## config.mk

```make
export PLATFORM = sky130hd
export DESIGN_NAME = ctrl_seq_irq_flat
export DESIGN_NICKNAME = d
export VERILOG_FILES = /design/src/rtl/ctrl_seq_irq_if.sv /design/src/rtl/ctrl_seq_irq.sv /design/src/flat_wrapper.sv
export SDC_FILE = /design/constraint.sdc
export NUM_CORES = 1
export LEC_CHECK = 0
export BUFFER_PORTS_ARGS = -buffer_cell sky130_fd_sc_hd__buf_4
export CAP_MARGIN = 20
export CORE_UTILIZATION = 35
export CTS_BUF_LIST = sky130_fd_sc_hd__clkbuf_16
export DETAILED_ROUTE_END_ITERATION = 10
export PLACE_DENSITY = 0.58
export REMOVE_ABC_BUFFERS = 1
export SYNTH_ARGS = -nofsm -noshare
export SYNTH_HDL_FRONTEND = slang
export SYNTH_SLANG_ARGS = --single-unit
```

## constraint.sdc

```tcl
create_clock -name CLK -period 4.6 [get_ports CLK]
set_clock_uncertainty 0.15 [all_clocks]
set_input_delay 0.69 -clock CLK [delete_from_list [all_inputs] [get_ports CLK]]
set_output_delay 0.69 -clock CLK [all_outputs]
set_load 0.05 [all_outputs]
```

## src/rtl/ctrl_seq_irq_if.sv

```systemverilog
// Control bundle between the ctrl_seq_irq sequencer and the accumulator datapath.
// The master side is the sequencer: it samples the IRU opcode, the AC flags and
// the interrupt request, and drives every datapath strobe plus the status outputs.
interface ctrl_seq_irq_if #(
    parameter int OPC_W      = 8,
    parameter int OPND_BYTES = 1
);
    logic [OPC_W-1:0]      opcode;
    logic                  ZFLG;
    logic                  NFLG;
    logic                  IRQ;

    logic                  FETCH;
    logic                  INC_PC;
    logic                  LOAD_PC;
    logic                  LOAD_IRU;
    logic                  LOAD_AC;
    logic                  STORE_MEM;
    logic [OPND_BYTES-1:0] LOAD_OPND;
    logic                  LOAD_SP;
    logic                  SP_INC;
    logic                  SP_DEC;
    logic                  SP_ADDR;
    logic                  AC_SRC;
    logic [1:0]            PC_SRC;
    logic                  MEM_IN_SRC;
    logic                  IACK;
    logic                  IEN;
    logic                  HALTED;
    logic                  STK_FAULT;
    logic [4:0]            STATE;

    modport master (
        input  opcode, ZFLG, NFLG, IRQ,
        output FETCH, INC_PC, LOAD_PC, LOAD_IRU, LOAD_AC, STORE_MEM, LOAD_OPND,
               LOAD_SP, SP_INC, SP_DEC, SP_ADDR, AC_SRC, PC_SRC, MEM_IN_SRC,
               IACK, IEN, HALTED, STK_FAULT, STATE
    );

    modport slave (
        output opcode, ZFLG, NFLG, IRQ,
        input  FETCH, INC_PC, LOAD_PC, LOAD_IRU, LOAD_AC, STORE_MEM, LOAD_OPND,
               LOAD_SP, SP_INC, SP_DEC, SP_ADDR, AC_SRC, PC_SRC, MEM_IN_SRC,
               IACK, IEN, HALTED, STK_FAULT, STATE
    );
endinterface

```

## src/rtl/ctrl_seq_irq.sv

```systemverilog
// Multi-cycle control sequencer for the accumulator CPU with a bounded-depth
// stack, maskable interrupt and HALT. The state register moves on the falling
// clock edge so that every strobe is stable around the datapath's rising edge.
// Jump conditions: 10 JMP always, 11 JZ (ZFLG), 12 JNZ (!ZFLG), 13 JN (NFLG),
// 14 JP (!NFLG). The JUMP state is always visited; LOAD_PC only when taken.
module ctrl_seq_irq #(
    parameter int OPC_W       = 8,
    parameter int OPND_BYTES  = 1,
    parameter int STACK_DEPTH = 16
) (
    input  logic           CLK,
    input  logic           RESET,
    ctrl_seq_irq_if.master bus
);

    typedef enum logic [4:0] {
        S_START    = 5'd0,
        S_PREP_U   = 5'd1,
        S_FETCH_U  = 5'd2,
        S_PREP_O   = 5'd3,
        S_FETCH_O  = 5'd4,
        S_MEM_WAIT = 5'd5,
        S_EXEC     = 5'd6,
        S_STORE    = 5'd7,
        S_JUMP     = 5'd8,
        S_LOADSP   = 5'd9,
        S_BOUND    = 5'd10,
        S_PUSH     = 5'd11,
        S_JSR      = 5'd12,
        S_STK_RD1  = 5'd13,
        S_STK_RD2  = 5'd14,
        S_INT      = 5'd15,
        S_HALT     = 5'd16
    } state_e;

    localparam logic [7:0]       DEPTH_MAX = 8'(STACK_DEPTH);
    localparam logic [1:0]       OPND_LAST = 2'(OPND_BYTES - 1);

    localparam logic [OPC_W-1:0] OP_NOP  = OPC_W'(8'h00);
    localparam logic [OPC_W-1:0] OP_CLR  = OPC_W'(8'h04);
    localparam logic [OPC_W-1:0] OP_JMP  = OPC_W'(8'h10);
    localparam logic [OPC_W-1:0] OP_JZ   = OPC_W'(8'h11);
    localparam logic [OPC_W-1:0] OP_JNZ  = OPC_W'(8'h12);
    localparam logic [OPC_W-1:0] OP_JN   = OPC_W'(8'h13);
    localparam logic [OPC_W-1:0] OP_JP   = OPC_W'(8'h14);
    localparam logic [OPC_W-1:0] OP_PUSH = OPC_W'(8'h16);
    localparam logic [OPC_W-1:0] OP_POP  = OPC_W'(8'h17);
    localparam logic [OPC_W-1:0] OP_JSR  = OPC_W'(8'h18);
    localparam logic [OPC_W-1:0] OP_RTS  = OPC_W'(8'h19);
    localparam logic [OPC_W-1:0] OP_RTI  = OPC_W'(8'h1A);
    localparam logic [OPC_W-1:0] OP_EI   = OPC_W'(8'h1B);
    localparam logic [OPC_W-1:0] OP_DI   = OPC_W'(8'h1C);
    localparam logic [OPC_W-1:0] OP_HALT = OPC_W'(8'h1D);

    state_e     state_q, state_d;
    logic [7:0] depth_q, depth_d;
    logic [1:0] opnd_q,  opnd_d;
    logic       ien_q,   ien_d;
    logic       fault_q, fault_d;
    logic       final_st;

    // Execute class of an opcode that carries operand bytes (JSR handled by caller).
    function automatic state_e opnd_class(input logic [OPC_W-1:0] op);
        state_e s;
        s = S_BOUND;
        case (op)
            OPC_W'(8'h02), OPC_W'(8'h06), OPC_W'(8'h08),
            OPC_W'(8'h0E), OPC_W'(8'h0F):                 s = S_EXEC;
            OPC_W'(8'h01), OPC_W'(8'h05), OPC_W'(8'h07),
            OPC_W'(8'h09), OPC_W'(8'h0A), OPC_W'(8'h0B),
            OPC_W'(8'h0C), OPC_W'(8'h0D):                 s = S_MEM_WAIT;
            OPC_W'(8'h03):                                s = S_STORE;
            OP_JMP, OP_JZ, OP_JNZ, OP_JN, OP_JP:          s = S_JUMP;
            OPC_W'(8'h15):                                s = S_LOADSP;
            default:                                      s = S_BOUND;
        endcase
        return s;
    endfunction

    // Branch condition for the jump class.
    function automatic logic jump_taken(input logic [OPC_W-1:0] op,
                                        input logic z, input logic n);
        logic t;
        t = 1'b0;
        case (op)
            OP_JMP:  t = 1'b1;
            OP_JZ:   t = z;
            OP_JNZ:  t = ~z;
            OP_JN:   t = n;
            OP_JP:   t = ~n;
            default: t = 1'b0;
        endcase
        return t;
    endfunction

    // Sequencer registers: state, live stack depth, operand index, IEN and sticky fault.
    always_ff @(negedge CLK or posedge RESET) begin
        if (RESET) begin
            state_q <= S_START;
            depth_q <= '0;
            opnd_q  <= '0;
            ien_q   <= 1'b0;
            fault_q <= 1'b0;
        end else begin
            state_q <= state_d;
            depth_q <= depth_d;
            opnd_q  <= opnd_d;
            ien_q   <= ien_d;
            fault_q <= fault_d;
        end
    end

    // Next-state decode and per-state strobes; the boundary check runs last.
    always_comb begin
        state_d  = state_q;
        depth_d  = depth_q;
        opnd_d   = opnd_q;
        ien_d    = ien_q;
        fault_d  = fault_q;
        final_st = 1'b0;

        bus.FETCH      = 1'b0;
        bus.INC_PC     = 1'b0;
        bus.LOAD_PC    = 1'b0;
        bus.LOAD_IRU   = 1'b0;
        bus.LOAD_AC    = 1'b0;
        bus.STORE_MEM  = 1'b0;
        bus.LOAD_OPND  = '0;
        bus.LOAD_SP    = 1'b0;
        bus.SP_INC     = 1'b0;
        bus.SP_DEC     = 1'b0;
        bus.SP_ADDR    = 1'b0;
        bus.AC_SRC     = 1'b0;
        bus.PC_SRC     = 2'd0;
        bus.MEM_IN_SRC = 1'b0;
        bus.IACK       = 1'b0;

        case (state_q)
            S_START: state_d = S_PREP_U;

            S_PREP_U: begin
                bus.FETCH = 1'b1;
                state_d   = S_FETCH_U;
            end

            // IRU is written on this cycle's rising edge, so opcode is valid by
            // the falling edge that leaves the state.
            S_FETCH_U: begin
                bus.FETCH    = 1'b1;
                bus.INC_PC   = 1'b1;
                bus.LOAD_IRU = 1'b1;
                opnd_d       = '0;
                case (bus.opcode)
                    OP_NOP: state_d = S_BOUND;
                    OP_CLR: state_d = S_EXEC;
                    OP_PUSH: begin
                        if (depth_q < DEPTH_MAX) begin
                            state_d = S_PUSH;
                        end else begin
                            fault_d = 1'b1;
                            state_d = S_HALT;
                        end
                    end
                    OP_POP, OP_RTS, OP_RTI: begin
                        if (depth_q == 8'd0) begin
                            fault_d = 1'b1;
                            state_d = S_HALT;
                        end else begin
                            state_d = S_STK_RD1;
                        end
                    end
                    // EI/DI end here without a boundary, so the new IEN is
                    // first seen at the following instruction's boundary.
                    OP_EI: begin
                        ien_d   = 1'b1;
                        state_d = S_PREP_U;
                    end
                    OP_DI: begin
                        ien_d   = 1'b0;
                        state_d = S_PREP_U;
                    end
                    OP_HALT: state_d = S_HALT;
                    default: state_d = S_PREP_O;
                endcase
            end

            S_PREP_O: begin
                bus.FETCH = 1'b1;
                state_d   = S_FETCH_O;
            end

            S_FETCH_O: begin
                bus.FETCH     = 1'b1;
                bus.INC_PC    = 1'b1;
                bus.LOAD_OPND = OPND_BYTES'(1) << opnd_q;
                if (opnd_q == OPND_LAST) begin
                    opnd_d = '0;
                    if (bus.opcode == OP_JSR) begin
                        if (depth_q < DEPTH_MAX) begin
                            state_d = S_JSR;
                        end else begin
                            fault_d = 1'b1;
                            state_d = S_HALT;
                        end
                    end else begin
                        state_d = opnd_class(bus.opcode);
                    end
                end else begin
                    opnd_d  = opnd_q + 2'd1;
                    state_d = S_PREP_O;
                end
            end

            S_MEM_WAIT: state_d = S_EXEC;

            S_EXEC: begin
                bus.LOAD_AC = 1'b1;
                final_st    = 1'b1;
            end

            S_STORE: begin
                bus.STORE_MEM = 1'b1;
                final_st      = 1'b1;
            end

            S_JUMP: begin
                bus.LOAD_PC = jump_taken(bus.opcode, bus.ZFLG, bus.NFLG);
                final_st    = 1'b1;
            end

            S_LOADSP: begin
                bus.LOAD_SP = 1'b1;
                depth_d     = 8'd0;
                final_st    = 1'b1;
            end

            S_BOUND: final_st = 1'b1;

            S_PUSH: begin
                bus.SP_DEC    = 1'b1;
                bus.SP_ADDR   = 1'b1;
                bus.STORE_MEM = 1'b1;
                depth_d       = depth_q + 8'd1;
                final_st      = 1'b1;
            end

            // Return address (PC) goes onto the stack while PC loads the operand.
            S_JSR: begin
                bus.SP_DEC     = 1'b1;
                bus.SP_ADDR    = 1'b1;
                bus.STORE_MEM  = 1'b1;
                bus.MEM_IN_SRC = 1'b1;
                bus.LOAD_PC    = 1'b1;
                depth_d        = depth_q + 8'd1;
                final_st       = 1'b1;
            end

            // First read cycle only addresses RAM; data is captured next cycle.
            S_STK_RD1: begin
                bus.SP_ADDR = 1'b1;
                state_d     = S_STK_RD2;
            end

            S_STK_RD2: begin
                bus.SP_ADDR = 1'b1;
                bus.SP_INC  = 1'b1;
                depth_d     = depth_q - 8'd1;
                if (bus.opcode == OP_POP) begin
                    bus.LOAD_AC = 1'b1;
                    bus.AC_SRC  = 1'b1;
                end else begin
                    bus.LOAD_PC = 1'b1;
                    bus.PC_SRC  = 2'd1;
                end
                if (bus.opcode == OP_RTI) begin
                    ien_d = 1'b1;
                end
                final_st = 1'b1;
            end

            S_INT: begin
                bus.SP_DEC     = 1'b1;
                bus.SP_ADDR    = 1'b1;
                bus.STORE_MEM  = 1'b1;
                bus.MEM_IN_SRC = 1'b1;
                bus.LOAD_PC    = 1'b1;
                bus.PC_SRC     = 2'd2;
                bus.IACK       = 1'b1;
                ien_d          = 1'b0;
                depth_d        = depth_q + 8'd1;
                state_d        = S_PREP_U;
            end

            S_HALT: state_d = S_HALT;

            default: state_d = S_START;
        endcase

        // Instruction boundary: the interrupt needs a free stack slot for the PC,
        // judged against the depth this instruction leaves behind.
        if (final_st) begin
            state_d = S_PREP_U;
            if (bus.IRQ && ien_q) begin
                if (depth_d < DEPTH_MAX) begin
                    state_d = S_INT;
                end else begin
                    fault_d = 1'b1;
                    state_d = S_HALT;
                end
            end
        end
    end

    assign bus.IEN       = ien_q;
    assign bus.STK_FAULT = fault_q;
    assign bus.HALTED    = (state_q == S_HALT);
    assign bus.STATE     = state_q;

endmodule

```

## src/flat_wrapper.sv

```systemverilog
// flat-port wrapper written by rule: the top's interface ports become plain ports
module ctrl_seq_irq_flat 
#(
    parameter int OPC_W       = 8,
    parameter int OPND_BYTES  = 1,
    parameter int STACK_DEPTH = 16
)
  (CLK, RESET, bus_opcode, bus_ZFLG, bus_NFLG, bus_IRQ, bus_FETCH, bus_INC_PC, bus_LOAD_PC, bus_LOAD_IRU, bus_LOAD_AC, bus_STORE_MEM, bus_LOAD_OPND, bus_LOAD_SP, bus_SP_INC, bus_SP_DEC, bus_SP_ADDR, bus_AC_SRC, bus_PC_SRC, bus_MEM_IN_SRC, bus_IACK, bus_IEN, bus_HALTED, bus_STK_FAULT, bus_STATE);
  ctrl_seq_irq_if #(.OPC_W(OPC_W), .OPND_BYTES(OPND_BYTES)) bus_i ();
  input  logic CLK;
  input  logic RESET;
  input wire logic [$bits(bus_i.opcode)-1:0] bus_opcode;
  input wire logic [$bits(bus_i.ZFLG)-1:0] bus_ZFLG;
  input wire logic [$bits(bus_i.NFLG)-1:0] bus_NFLG;
  input wire logic [$bits(bus_i.IRQ)-1:0] bus_IRQ;
  output wire logic [$bits(bus_i.FETCH)-1:0] bus_FETCH;
  output wire logic [$bits(bus_i.INC_PC)-1:0] bus_INC_PC;
  output wire logic [$bits(bus_i.LOAD_PC)-1:0] bus_LOAD_PC;
  output wire logic [$bits(bus_i.LOAD_IRU)-1:0] bus_LOAD_IRU;
  output wire logic [$bits(bus_i.LOAD_AC)-1:0] bus_LOAD_AC;
  output wire logic [$bits(bus_i.STORE_MEM)-1:0] bus_STORE_MEM;
  output wire logic [$bits(bus_i.LOAD_OPND)-1:0] bus_LOAD_OPND;
  output wire logic [$bits(bus_i.LOAD_SP)-1:0] bus_LOAD_SP;
  output wire logic [$bits(bus_i.SP_INC)-1:0] bus_SP_INC;
  output wire logic [$bits(bus_i.SP_DEC)-1:0] bus_SP_DEC;
  output wire logic [$bits(bus_i.SP_ADDR)-1:0] bus_SP_ADDR;
  output wire logic [$bits(bus_i.AC_SRC)-1:0] bus_AC_SRC;
  output wire logic [$bits(bus_i.PC_SRC)-1:0] bus_PC_SRC;
  output wire logic [$bits(bus_i.MEM_IN_SRC)-1:0] bus_MEM_IN_SRC;
  output wire logic [$bits(bus_i.IACK)-1:0] bus_IACK;
  output wire logic [$bits(bus_i.IEN)-1:0] bus_IEN;
  output wire logic [$bits(bus_i.HALTED)-1:0] bus_HALTED;
  output wire logic [$bits(bus_i.STK_FAULT)-1:0] bus_STK_FAULT;
  output wire logic [$bits(bus_i.STATE)-1:0] bus_STATE;
  assign bus_i.opcode = bus_opcode;
  assign bus_i.ZFLG = bus_ZFLG;
  assign bus_i.NFLG = bus_NFLG;
  assign bus_i.IRQ = bus_IRQ;
  assign bus_FETCH = bus_i.FETCH;
  assign bus_INC_PC = bus_i.INC_PC;
  assign bus_LOAD_PC = bus_i.LOAD_PC;
  assign bus_LOAD_IRU = bus_i.LOAD_IRU;
  assign bus_LOAD_AC = bus_i.LOAD_AC;
  assign bus_STORE_MEM = bus_i.STORE_MEM;
  assign bus_LOAD_OPND = bus_i.LOAD_OPND;
  assign bus_LOAD_SP = bus_i.LOAD_SP;
  assign bus_SP_INC = bus_i.SP_INC;
  assign bus_SP_DEC = bus_i.SP_DEC;
  assign bus_SP_ADDR = bus_i.SP_ADDR;
  assign bus_AC_SRC = bus_i.AC_SRC;
  assign bus_PC_SRC = bus_i.PC_SRC;
  assign bus_MEM_IN_SRC = bus_i.MEM_IN_SRC;
  assign bus_IACK = bus_i.IACK;
  assign bus_IEN = bus_i.IEN;
  assign bus_HALTED = bus_i.HALTED;
  assign bus_STK_FAULT = bus_i.STK_FAULT;
  assign bus_STATE = bus_i.STATE;
  ctrl_seq_irq #(.OPC_W(OPC_W), .OPND_BYTES(OPND_BYTES), .STACK_DEPTH(STACK_DEPTH)) u_core (.CLK(CLK), .RESET(RESET), .bus(bus_i));
endmodule
```

==> results of run 1 <==
## stage by stage
step | hold slack (ns) | cells | total power [mW]
after global routing | 0.397 | 436 | 2.22
after global placement | 0.328 | 405 | 1.53
after floorplan | 0.311 | 252 | 1.06
after detailed placement | 0.343 | 405 | 1.53
final | 0.350 | 436 | 2.09
after CTS | 0.359 | 414 | 1.82
## cell usage in the layout, fill, tap and decap left out, types with 4 or more instances in the layout
cell                        n
sky130_fd_sc_hd__nand2_1   17
sky130_fd_sc_hd__a31oi_1    7
sky130_fd_sc_hd__dfrtn_1   17
sky130_fd_sc_hd__a21oi_1   14
sky130_fd_sc_hd__nand3_1   12
sky130_fd_sc_hd__buf_4     77
sky130_fd_sc_hd__nor2b_1    5
sky130_fd_sc_hd__nand2b_1   5
sky130_fd_sc_hd__nor2_1    22
sky130_fd_sc_hd__buf_8      8
sky130_fd_sc_hd__nor3_1    10
sky130_fd_sc_hd__o211ai_1   5
sky130_fd_sc_hd__nand4_1    7
sky130_fd_sc_hd__o21ai_0   19
sky130_fd_sc_hd__a32oi_1    4
sky130_fd_sc_hd__buf_6     21
sky130_fd_sc_hd__inv_1      7
## critical path, cell delays in order, from the launching register on
cell                      delay, ns
sky130_fd_sc_hd__dfrtn_1       0.56
sky130_fd_sc_hd__buf_4         0.17
sky130_fd_sc_hd__buf_6         0.09
sky130_fd_sc_hd__nor2b_4       0.15
sky130_fd_sc_hd__buf_6         0.15
sky130_fd_sc_hd__a31o_4        0.16
sky130_fd_sc_hd__buf_8         0.14
## registers in the layout, summed over array words and instances, names as in the netlist
| register | cells |
|---|---|
| u_core.depth_q | 8 |
| u_core.bus.STATE | 5 |
| u_core.opnd_q | 2 |
| u_core.bus.IEN | 1 |
| u_core.bus.STK_FAULT | 1 |
## worst min path at each step
stage                                         startpoint                             end  slack, ns  cells past startpoint
after floorplan            u_core.depth_q[0]$_DFFE_NP0P_   u_core.depth_q[0]$_DFFE_NP0P_       0.31                      1
after global placement    u_core.bus.STK_FAULT$_DFF_NP0_  u_core.bus.STK_FAULT$_DFF_NP0_       0.33                      2
after detailed placement  u_core.bus.STK_FAULT$_DFF_NP0_  u_core.bus.STK_FAULT$_DFF_NP0_       0.34                      2
after CTS                 u_core.bus.STK_FAULT$_DFF_NP0_  u_core.bus.STK_FAULT$_DFF_NP0_       0.36                      2
after global routing      u_core.bus.STK_FAULT$_DFF_NP0_  u_core.bus.STK_FAULT$_DFF_NP0_       0.40                      2
final                     u_core.bus.STK_FAULT$_DFF_NP0_  u_core.bus.STK_FAULT$_DFF_NP0_       0.35                      2
## kinds of logic (layout without fill, tap and decap cells)
family          after synthesis  in the layout  synth area share
buf+inv                      39            122            0.0876
xor+xnor                      4              4            0.0174
fa+ha+maj                     3              3            0.0186
mux                           2              2           0.00994
flops                        17             17             0.211
simple gates                129            129             0.353
compound gates               87             87             0.302
## cell type report
type	instances	area, sq um
repair buffers	108	975
multi-input cells	225	1560
fillers	507	2370
flip-flops and latches	17	425
clock buffers	3	75.1
clock inverters	1	3.75
inverters	10	43.8
well taps	72	90.1
## power by group
group / total [mW] / internal, mW / switching (mW)
Clock: 0.174 / 0.115 / 0.0588
Combinational: 1.61 / 0.733 / 0.879
Sequential: 0.304 / 0.207 / 0.0971
## layer usage
metal / wire, um / vias up
met4: 61 / 0
met1: 2990 / 1191
met2: 3640 / 74
met5: 0 / -
met3: 282 / 8
li1: - / 1226
## repair_timing
item / 4_1_cts / 5_1_grt
gates cloned: 0 / 0
resized for setup: 38 / 42
setup buffers: 5 / 23
pin swaps: 4 / 9
setup endpoints to repair: 17 / 21
==> results by stage, run 1 <==
Drt:
- The final routed wire length divided by cell count is 16.0 um.
- The first detailed-routing pass took 5 iterations.
- Summed over all layers, the routed wires come to 6.98 mm.
- The residual antenna-violating net count after detailed routing is 0.
- After detailed routing, the number of vias per cell comes to 5.73.
- The residual DRC count is 0.
- For this block, the initial DRC count from the detailed router was 114.
- Summing over every cut layer, the via total after detailed routing is 2499.

Placed design:
- The setup slack after placement is -0.258 ns.
- The weighted congestion reported at the end of routability-driven placement is 0.954.
- The instance area at placement is 2580 sq um.
- The count of input and output buffers is 36.
- Detailed placement finished with a half-perimeter wire length of 4.93 mm.

STA:
- Setup total negative slack on the finished layout was measured at -1.98 ns.
- The final worst slack is -0.237 ns.
- Setup violations remaining at the end of the flow were counted as 16.
- Headroom to the max-slew limit came out at 0.544.
- For the pin with the worst max-slew slack, the measured transition is 0.683 ns.
- The number of endpoints with negative hold slack in the final report is 0.
- Setup repair after global routing could not meet its margin everywhere.
- The count of final max-slew check failures is 0.

Global routing:
- In the global route stage, overall resource usage came out at 0.222.
- The total overflow left after global routing is 0.
- The global-route track usage on met2 is 0.388.
- Entering global routing, the biggest net connects 23 pins.
- In this run the most used layer during global routing was met2.
- The initial antenna violation count is 0.
- The via count of the first global-routing pass is 2256.
- In the global route stage, met1 resource usage came out at 0.285.
- The first-pass GRT wire length is 10.9 mm.
- The met3 routing resource usage after global routing is 0.0306.

Clock tree:
- The post-CTS clock slew at the launch and capture registers of the worst setup and hold paths is 0.04 ns.
- The number of hold buffers added after CTS was 0.
- The clock passes through at most 2 buffers.
- The tree built by TritonCTS fans out to 17 sinks.
- The number of H-tree branching levels is 1.
- TritonCTS built the clock tree.
- The buffer type at the clock tree root is sky130_fd_sc_hd__clkbuf_16.
- The clock network latency to the later pin of the worst-skew pair is 0.28 ns.
- The CTS buffer count is 3.

Setup path:
- The end of the worst register-to-register path is u_core.bus.STK_FAULT$_DFF_NP0_.
- In this run the worst setup path begins at u_core.bus.STATE[1]$_DFF_NP0_.
- The endpoint type of the worst setup path is a primary output.
- Counting cells, the worst reg-to-reg path comes to 16.
- The launching point of the worst reg2reg path is u_core.bus.STATE[0]$_DFF_NP0_.
- The sort of element at the start of the critical path is a flop.
- The critical path data required time is 3.76 ns.
- The register-to-register setup slack is 0.93 ns.
- Data arrives at the worst endpoint at 4.00 ns.
- In this run the worst path has a maximum fanout of 7.
- The critical path in this run is classified as flop to primary output.
- The most critical setup path has its endpoint at bus_LOAD_AC.

Floorplanning:
- The initial utilization of the core area, before any placement, comes to 0.364.
- The die extent in y is 77.9 um.
- The die covers 6060 sq um.
- The die width is 77.9 um.
- The I/O pin count is 37.
- The floorplan has 27 rows.
- The total area inside the core boundary comes to 5540 sq um.

Synth:
- The synthesized design contains 17 register bits.
- After synthesis, the cell types taking the most area are sky130_fd_sc_hd__dfrtn_1, sky130_fd_sc_hd__nor2_1, sky130_fd_sc_hd__o21ai_0.
- The commonest cells after synthesis are sky130_fd_sc_hd__nor2_1, sky130_fd_sc_hd__nand2_1, sky130_fd_sc_hd__o21ai_0.
- The proportion of register bits with asynchronous set or reset after synthesis is 1.00.
- The synthesized design contains 0 enable-type register cells.
- After synthesis, the mean cell area works out to 7.17 sq um.
- Of the post-synthesis cell area, the dominant cell type holds 0.211.
- The number of different library cells in the post-synthesis netlist is 59.
- The cell area that synthesis handed to floorplanning was 2010 sq um.
- The primary flip-flop cell chosen by synthesis mapping is sky130_fd_sc_hd__dfrtn_1.
- The leading area contributor after synthesis is sky130_fd_sc_hd__dfrtn_1.
- The Yosys step of the flow raised 0 warnings.
- Among all cell types in the netlist, the one instantiated most often is sky130_fd_sc_hd__nor2_1.
- After technology mapping, the gate count stands at 281.
- The share of the Yosys chip area taken by registers is 0.211.

Layout:
- The area growth from synthesis to final layout is 57.4%.
- The final design utilization is 0.572.
- The total non-filler cell area in the finished layout is 3170 sq um.
- Of the cells placed in the final design, the portion with a size suffix greater than 1 is 0.409.
- The net count reported at finish is 381.
- The number of diodes added for antenna fixing is 0.

Power and ir drop:
- The static leakage is 1.38 nW.
- The worst supply voltage drop on vdd is 299 uV.
- The power density normalized to cell area is 659 nW/um^2.

Outcome:
- The checks that failed: setup timing.
- The flow ran to the end, but the final reports show violations.

Hold path:
- The path class of the tightest hold or removal check is flop to flop.

Run:
- The tool flagged a number of max-cap violations equal to 0.
Note: power is estimated with default switching activity, not from simulation.
==> run 2, diff against run 1 <==
- SETUP_SLACK_MARGIN: default -> 0.2
==> results by stage, run 2 (synthesis gave the netlist of run 1 again) <==
Outcome:
- The flow ran to the end, but the final reports show violations.
- The checks that failed: setup timing.

Clock tree:
- The post-CTS clock slew at the launch and capture registers of the worst setup and hold paths is 0.04 ns.
- TritonCTS created 3 clock buffers.
- The TritonCTS clock tree is built.
- The TritonCTS sink count is 17.
- The clock passes through at most 2 buffers.
- CTS placed an instance of sky130_fd_sc_hd__clkbuf_16 at the clock tree root.
- CTS built an H-tree with a depth of 1.
- Hold repair after CTS inserted 0 buffers.
- The clock network latency to the later pin of the worst-skew pair is 0.28 ns.

STA:
- The worst pin sits at a relative slew slack of 0.545.
- Setup repair after global routing could not meet its margin everywhere.
- The pin slew with the least headroom to its limit is 0.681 ns.
- The final worst slack is -0.297 ns.
- The number of endpoints failing setup at the final stage is 16.
- The number of endpoints with negative hold slack in the final report came to 0.
- The count of final max-slew check failures was 0.

Layout:
- The fraction of layout instances using a drive strength above 1 is 0.392.
- The area growth from synthesis to final layout is 55.2%.
- The register area is 425 sq um.
- The most common cell after layout, fill and taps aside is sky130_fd_sc_hd__buf_4.
- The post-route non-filler standard cell count is 429.
- The number of diodes added for antenna fixing is 0.
- The final design utilization is 0.564.
- The library cells used most frequently in the layout, excluding fill and tap cells, are sky130_fd_sc_hd__buf_4, sky130_fd_sc_hd__nor2_1, sky130_fd_sc_hd__nand2_1, sky130_fd_sc_hd__buf_6.
- The net count reported at finish is 374.
- The register with the most flip-flops in the layout has 8 of them.
- More flip-flops sit in one register than any other, and that register is u_core.depth_q.
- Fill cells in the final layout number 516.
- The multi-input combinational cell area is 1560 sq um.
- Once layout is done, the placed cells without fillers occupy 3130 sq um.

Setup path:
- The startpoint identified for the worst register-to-register timing path is u_core.bus.STATE[1]$_DFF_NP0_.
- The worst register-to-register path has a depth of 15.
- By startpoint and endpoint, the worst setup path is classified as flop to primary output.
- The worst setup path is captured at a primary output.
- Of all nets on the critical path, the largest fanout is 7.
- The critical path data required time is 3.76 ns.
- Among all stages on the critical path, the largest delay is contributed by sky130_fd_sc_hd__dfrtn_1.
- On the worst path, the slowest cell contributes a delay of 0.58 ns.
- STA puts the critical path data arrival time at 4.06 ns.
- The sort of element at the start of the critical path is a flop.
- The critical path goes through nand3_2 -> a311oi_2 -> o21bai_1 -> buf_4.
- The endpoint identified for the worst register-to-register timing path is u_core.bus.STK_FAULT$_DFF_NP0_.
- The register-to-register setup slack is 0.87 ns.

Hold path:
- The number of stages on the worst hold path is 1.
- The worst min-delay path endpoint is u_core.depth_q[0]$_DFFE_NP0P_.
- In this run the worst hold path is classified as flop to flop.
- The start point of the worst hold path is u_core.depth_q[0]$_DFFE_NP0P_.

Global routing:
- The initial antenna violation count is 0.
- Across every metal layer, demand over resource in global routing totals 0.223.
- Entering global routing, the biggest net connects 23 pins.
- For this run the aggregate overflow at the end of global routing stands at 0.
- The first global-routing pass estimated 11.0 mm of wire.
- The via count of the first global-routing pass is 2268.

Floorplanning:
- The floorplan step set the die height to 77.9 um.
- After floorplanning, the core was sized to cover 5540 sq um.
- Pin placement for this block handled 37 I/O pins.
- The die is 77.9 um wide.
- The starting density of the core is 0.364.
- The area of the die is 6060 sq um.
- Row generation in the floorplan step produced 27 rows.

Drt:
- The overall via count from detail_route is 2465.
- The final routed wire length divided by cell count is 16.0 um.
- The final layout contains routed wiring with a total length of 6.86 mm.
- The length of the first detailed-routing pass in iterations is 4.
- Using the TritonRoute via totals, the vias-per-cell ratio works out to 5.75.
- The residual DRC count is 0.
- The number of violations reported at the end of detailed-routing iteration 0 is 134.
- In this run the remaining antenna-violating nets after routing total 0.

Placed design:
- The congestion estimate from routability-driven global placement came to 0.954.
- The instance area at placement is 2580 sq um.
- At the placement stage, the worst setup path has a slack of -0.258 ns.
- Once detailed placement completed, the half-perimeter wirelength came to 4.93 mm.
- The count of input and output buffers is 36.
- Once placement completed, the tool counted placed cells totaling 405.

Power and ir drop:
- The power density normalized to cell area is 645 nW/um^2.
- The worst supply voltage drop on vdd is 315 uV.
- In this run the static leakage power is 1.35 nW.

Run:
- The max-cap violation count is 0.
run 2: per-stage QoR:
stage	power (mW)	hold slack, ns	setup TNS (ns)
global placement	1.53	0.328	-1.12
global route	2.15	0.397	-3.94
floorplan	1.06	0.311	-19.46
detailed placement	1.53	0.343	-1.33
finish	2.02	0.364	-2.93
CTS	1.82	0.359	-2.31
run 2: report_power, final:
part	total (mW)	internal, mW	leakage, nW	switching (mW)
Combinational	1.54	0.689	1.09	0.847
Clock	0.175	0.115	0.0423	0.0594
Sequential	0.306	0.207	0.216	0.0988
run 2: final cells by class:
| type | instances | share of cell area |
|---|---|---|
| Inverter | 10 | 0.0128 |
| Timing Repair Buffer | 101 | 0.297 |
| Tap cell | 72 | 0.0288 |
| Clock buffer | 3 | 0.0240 |
| Clock inverter | 1 | 0.00120 |
| Sequential cell | 17 | 0.136 |
| Multi-Input combinational cell | 225 | 0.500 |
run 2: worst max-delay path, delay by kind of cell, from the launching register on:
kind / cells / cell delay (ns)
simple gates: 1 / 0.17
buf+inv: 1 / 0.23
compound gates: 2 / 0.50
flops: 1 / 0.58
run 2: worst max path at each step:
| stage | from | to | slack, ns |
|---|---|---|---|
| global placement | bus_opcode[5] | u_core.bus.STATE[3]$_DFF_NP0_ | -0.20 |
| floorplan | u_core.bus.STATE[3]$_DFF_NP0_ | bus_LOAD_PC | -2.37 |
| finish | u_core.bus.STATE[1]$_DFF_NP0_ | bus_LOAD_PC | -0.30 |
| global route | u_core.bus.STATE[1]$_DFF_NP0_ | bus_LOAD_PC | -0.42 |
| CTS | u_core.bus.STATE[1]$_DFF_NP0_ | bus_INC_PC | -0.23 |
| detailed placement | bus_opcode[5] | u_core.bus.STATE[3]$_DFF_NP0_ | -0.26 |
run 2: repair_timing:
action,4_1_cts,5_1_grt
setup endpoints to repair,23,24
setup buffers,6,14
pin swaps,4,11
resized for setup,43,41
run 2: routing by layer:
metal / up-vias / global-route usage / wire length [um]
met1: 1176 / 0.288 / 3080
met4: 0 / 0.0547 / 110
met5: - / 0 / 0
met3: 14 / 0.0282 / 220
met2: 65 / 0.389 / 3450
li1: 1210 / - / -
==> run 3, diff against run 2 <==
--- a/config.mk
+++ b/config.mk
@@ -9,2 +9,3 @@
 export CAP_MARGIN = 20
+export CORE_ASPECT_RATIO = 0.75
 export CORE_UTILIZATION = 35
@@ -12,3 +13,2 @@
 export DETAILED_ROUTE_END_ITERATION = 10
-export PLACE_DENSITY = 0.58
 export REMOVE_ABC_BUFFERS = 1
--- a/constraint.sdc
+++ b/constraint.sdc
@@ -4,2 +4,2 @@
 set_output_delay 0.69 -clock CLK [all_outputs]
-set_load 0.05 [all_outputs]
+set_load 0.1 [all_outputs]
==> results by stage, run 3 (synthesis gave the netlist of run 1 again) <==
Outcome:
- The flow ran to the end, but the final reports show violations.
- The checks that failed: setup timing.

Layout:
- The net count reported at finish is 393.
- The repair_antennas step left the layout with diodes totalling 0.
- The register name with the most flops is u_core.depth_q.
- After filler insertion, the fill cell instance count of the layout stands at 453.
- The fraction of layout instances using a drive strength above 1 is 0.449.
- The register with the most flip-flops in the layout has 8 of them.
- The area growth from synthesis to final layout is 73.0%.
- The library cell used most frequently in the layout, excluding fill and tap cells, is sky130_fd_sc_hd__buf_4.
- Leaving out fill and tap cells, the most frequent cells in the layout are sky130_fd_sc_hd__buf_4, sky130_fd_sc_hd__nor2_1, sky130_fd_sc_hd__buf_12.
- The finished layout holds 451 standard cells, fillers aside.
- The total non-filler cell area in the finished layout is 3480 sq um.
- Measured on the finished design, the core utilization comes to 0.641.

Drt:
- The number of violations reported at the end of detailed-routing iteration 0 is 377.
- The residual antenna-violating net count after detailed routing is 0.
- Dividing the detail-routed via count by the number of cells gives 6.03.
- For this block, the routed nets add up to 7.90 mm of wire.
- After detailed routing, the number of remaining DRC violations is 0.
- The length of the first detailed-routing pass in iterations is 5.
- The final routed wire length divided by cell count is 17.5 um.
- The routed layout has 2721 vias.

Setup path:
- STA classifies the critical path startpoint as a flop.
- By startpoint and endpoint, the worst setup path is classified as flop to primary output.
- The critical path data required time is 3.76 ns.
- The worst setup path is captured at a primary output.
- The arrival time at the worst endpoint is 4.04 ns.
- The peak fanout along the critical path is 4.

Clock tree:
- Clock tree synthesis found a total of 17 sinks.
- The post-CTS clock slew at the launch and capture registers of the worst setup and hold paths is 0.04 ns.
- The CTS buffer count is 3.
- TritonCTS built the clock tree.
- The number of buffers on the longest clock path is 2.
- The clock network latency to the later pin of the worst-skew pair is 0.28 ns.
- The buffer type at the clock tree root is sky130_fd_sc_hd__clkbuf_16.
- For this design, the CTS-stage hold fixing added 0 buffers.
- CTS built an H-tree with a depth of 1.

Power and ir drop:
- Summed over all nets, the switching power comes to 1.34 mW.
- The power density normalized to cell area is 715 nW/um^2.
- Of the total power, combinational logic draws 0.804.
- The relative contribution of the clock network to total power is 0.071.
- IR analysis of the VDD net gives a maximum drop of 704 uV.
- For this design the static power due to leakage is 1.49 nW.
- The sequential power share is 0.125.
- Of the total power, the share spent switching nets is 0.538.
- The post-route total power is 2.49 mW.
- The internal power of the cells is 1.15 mW.

Run:
- The tool flagged a number of max-cap violations equal to 0.

Placed design:
- The half-perimeter wire length of the detailed placement result is 5.31 mm.
- The count of input and output buffers is 36.
- Once placement finished, the instance area stood at 2660 sq um.
- The number of placed instances, taps included, is 418.
- Timing analysis after detailed placement gives a worst setup slack of -0.283 ns.
- The weighted congestion reported at the end of routability-driven placement is 0.929.

Floorplanning:
- The die is 89.6 um wide.
- In this run the vertical extent of the chip is 67.7 um.
- For this configuration, the core starts out at a cell density of 0.370.
- The die covers 6070 sq um.
- After floorplanning, the core was sized to cover 5440 sq um.
- Pin placement for this block handled 37 I/O pins.
- In this run the core area contains 23 standard-cell rows.

STA:
- The worst-case headroom to the max-slew limit is 0.500.
- Setup violations remaining at the end of the flow were counted as 16.
- The number of endpoints with negative hold slack in the final report was 0.
- The pin slew with the least headroom to its limit is 0.744 ns.
- Setup repair after global routing could not meet its margin everywhere.
- The final worst slack is -0.277 ns.
- The count of final max-slew check failures came to 0.

Global routing:
- For this run the aggregate overflow at the end of global routing stands at 0.
- The initial antenna violation count is 0.
- The via count of the first global-routing pass is 2388.
- The pin count of the biggest net entering global routing is 23.
- The first-pass GRT wire length is 12.1 mm.
- For this run, the total global-route usage over all layers was measured as 0.263.

Hold path:
- The tightest min-delay check is of the flop to flop type.
run 3: changes by cell type in the layout (fill, tap and decap cells not counted), sizes merged:
cell	change
buf	+19
clkinv	+1
inv	-1
run 3: final timing paths:
kind / startpoint / to / slack, ns / cells after the start
min in group asynchronous: RESET / u_core.depth_q[3]$_DFFE_NP0P_ / 2.55 / 2
worst min-delay path: u_core.bus.STK_FAULT$_DFF_NP0_ / u_core.bus.STK_FAULT$_DFF_NP0_ / 0.34 / 2
worst max register to register: u_core.bus.STATE[1]$_DFF_NP0_ / u_core.bus.STK_FAULT$_DFF_NP0_ / 0.98 / 14
worst max-delay path: u_core.bus.STATE[2]$_DFF_NP0_ / bus_LOAD_OPND / -0.28 / 6
worst min register to register: u_core.bus.STK_FAULT$_DFF_NP0_ / u_core.bus.STK_FAULT$_DFF_NP0_ / 0.34 / 2
max in group asynchronous: RESET / u_core.bus.STATE[0]$_DFF_NP0_ / 1.29 / 2
run 3: power by group through the flow:
stage               combinational [mW]  clock [mW]  sequential [mW]
global route                      2.09       0.188            0.316
finish                            2.00       0.177            0.310
detailed placement                1.47           0            0.294
CTS                               1.77       0.177            0.300
global placement                  1.46           0            0.293
floorplan                        0.786           0            0.499
run 3: metal layers:
layer | vias to the layer above | routed length, um | GRT usage
li1 | 1245 | - | -
met1 | 1268 | 3580 | 0.389
met2 | 188 | 3380 | 0.399
met3 | 20 | 848 | 0.0489
met4 | 0 | 96 | 0.0437
met5 | - | 0 | 0
run 3: repair_timing:
| item | CTS | global route |
|---|---|---|
| resized for setup | 88 | 47 |
| buffers inserted | 15 | 13 |
| pin swaps | 9 | 8 |
| cloned | 1 | 0 |
| hold endpoints to repair | 0 | 0 |
| setup endpoints to repair | 26 | 27 |
run 3: area by class of cell:
| type | count | area, sq um | area share |
|---|---|---|---|
| Multi-Input combinational cell | 225 | 1620 | 0.464 |
| Sequential cell | 17 | 425 | 0.122 |
| Tap cell | 75 | 93.8 | 0.0269 |
| Clock buffer | 3 | 75.1 | 0.0215 |
| Clock inverter | 1 | 5.00 | 0.00144 |
| Inverter | 10 | 40.0 | 0.0115 |
| Timing Repair Buffer | 120 | 1230 | 0.353 |
run 3: through the flow:
step,hold WS [ns],setup TNS (ns)
2_1_floorplan,0.311,-37.94
3_3_place_gp,0.308,-1.69
3_5_place_dp,0.348,-1.82
4_1_cts,0.348,-1.98
5_1_grt,0.391,-3.23
6_report,0.338,-2.47
run 3: worst max-delay path: stages (launching register included):
cell and delay (ns):
sky130_fd_sc_hd__dfrtn_1 0.45, sky130_fd_sc_hd__or3b_1 0.41, sky130_fd_sc_hd__nor3_2 0.13, sky130_fd_sc_hd__buf_4 0.15
sky130_fd_sc_hd__nand2_2 0.06, sky130_fd_sc_hd__inv_2 0.08, sky130_fd_sc_hd__buf_12 0.17
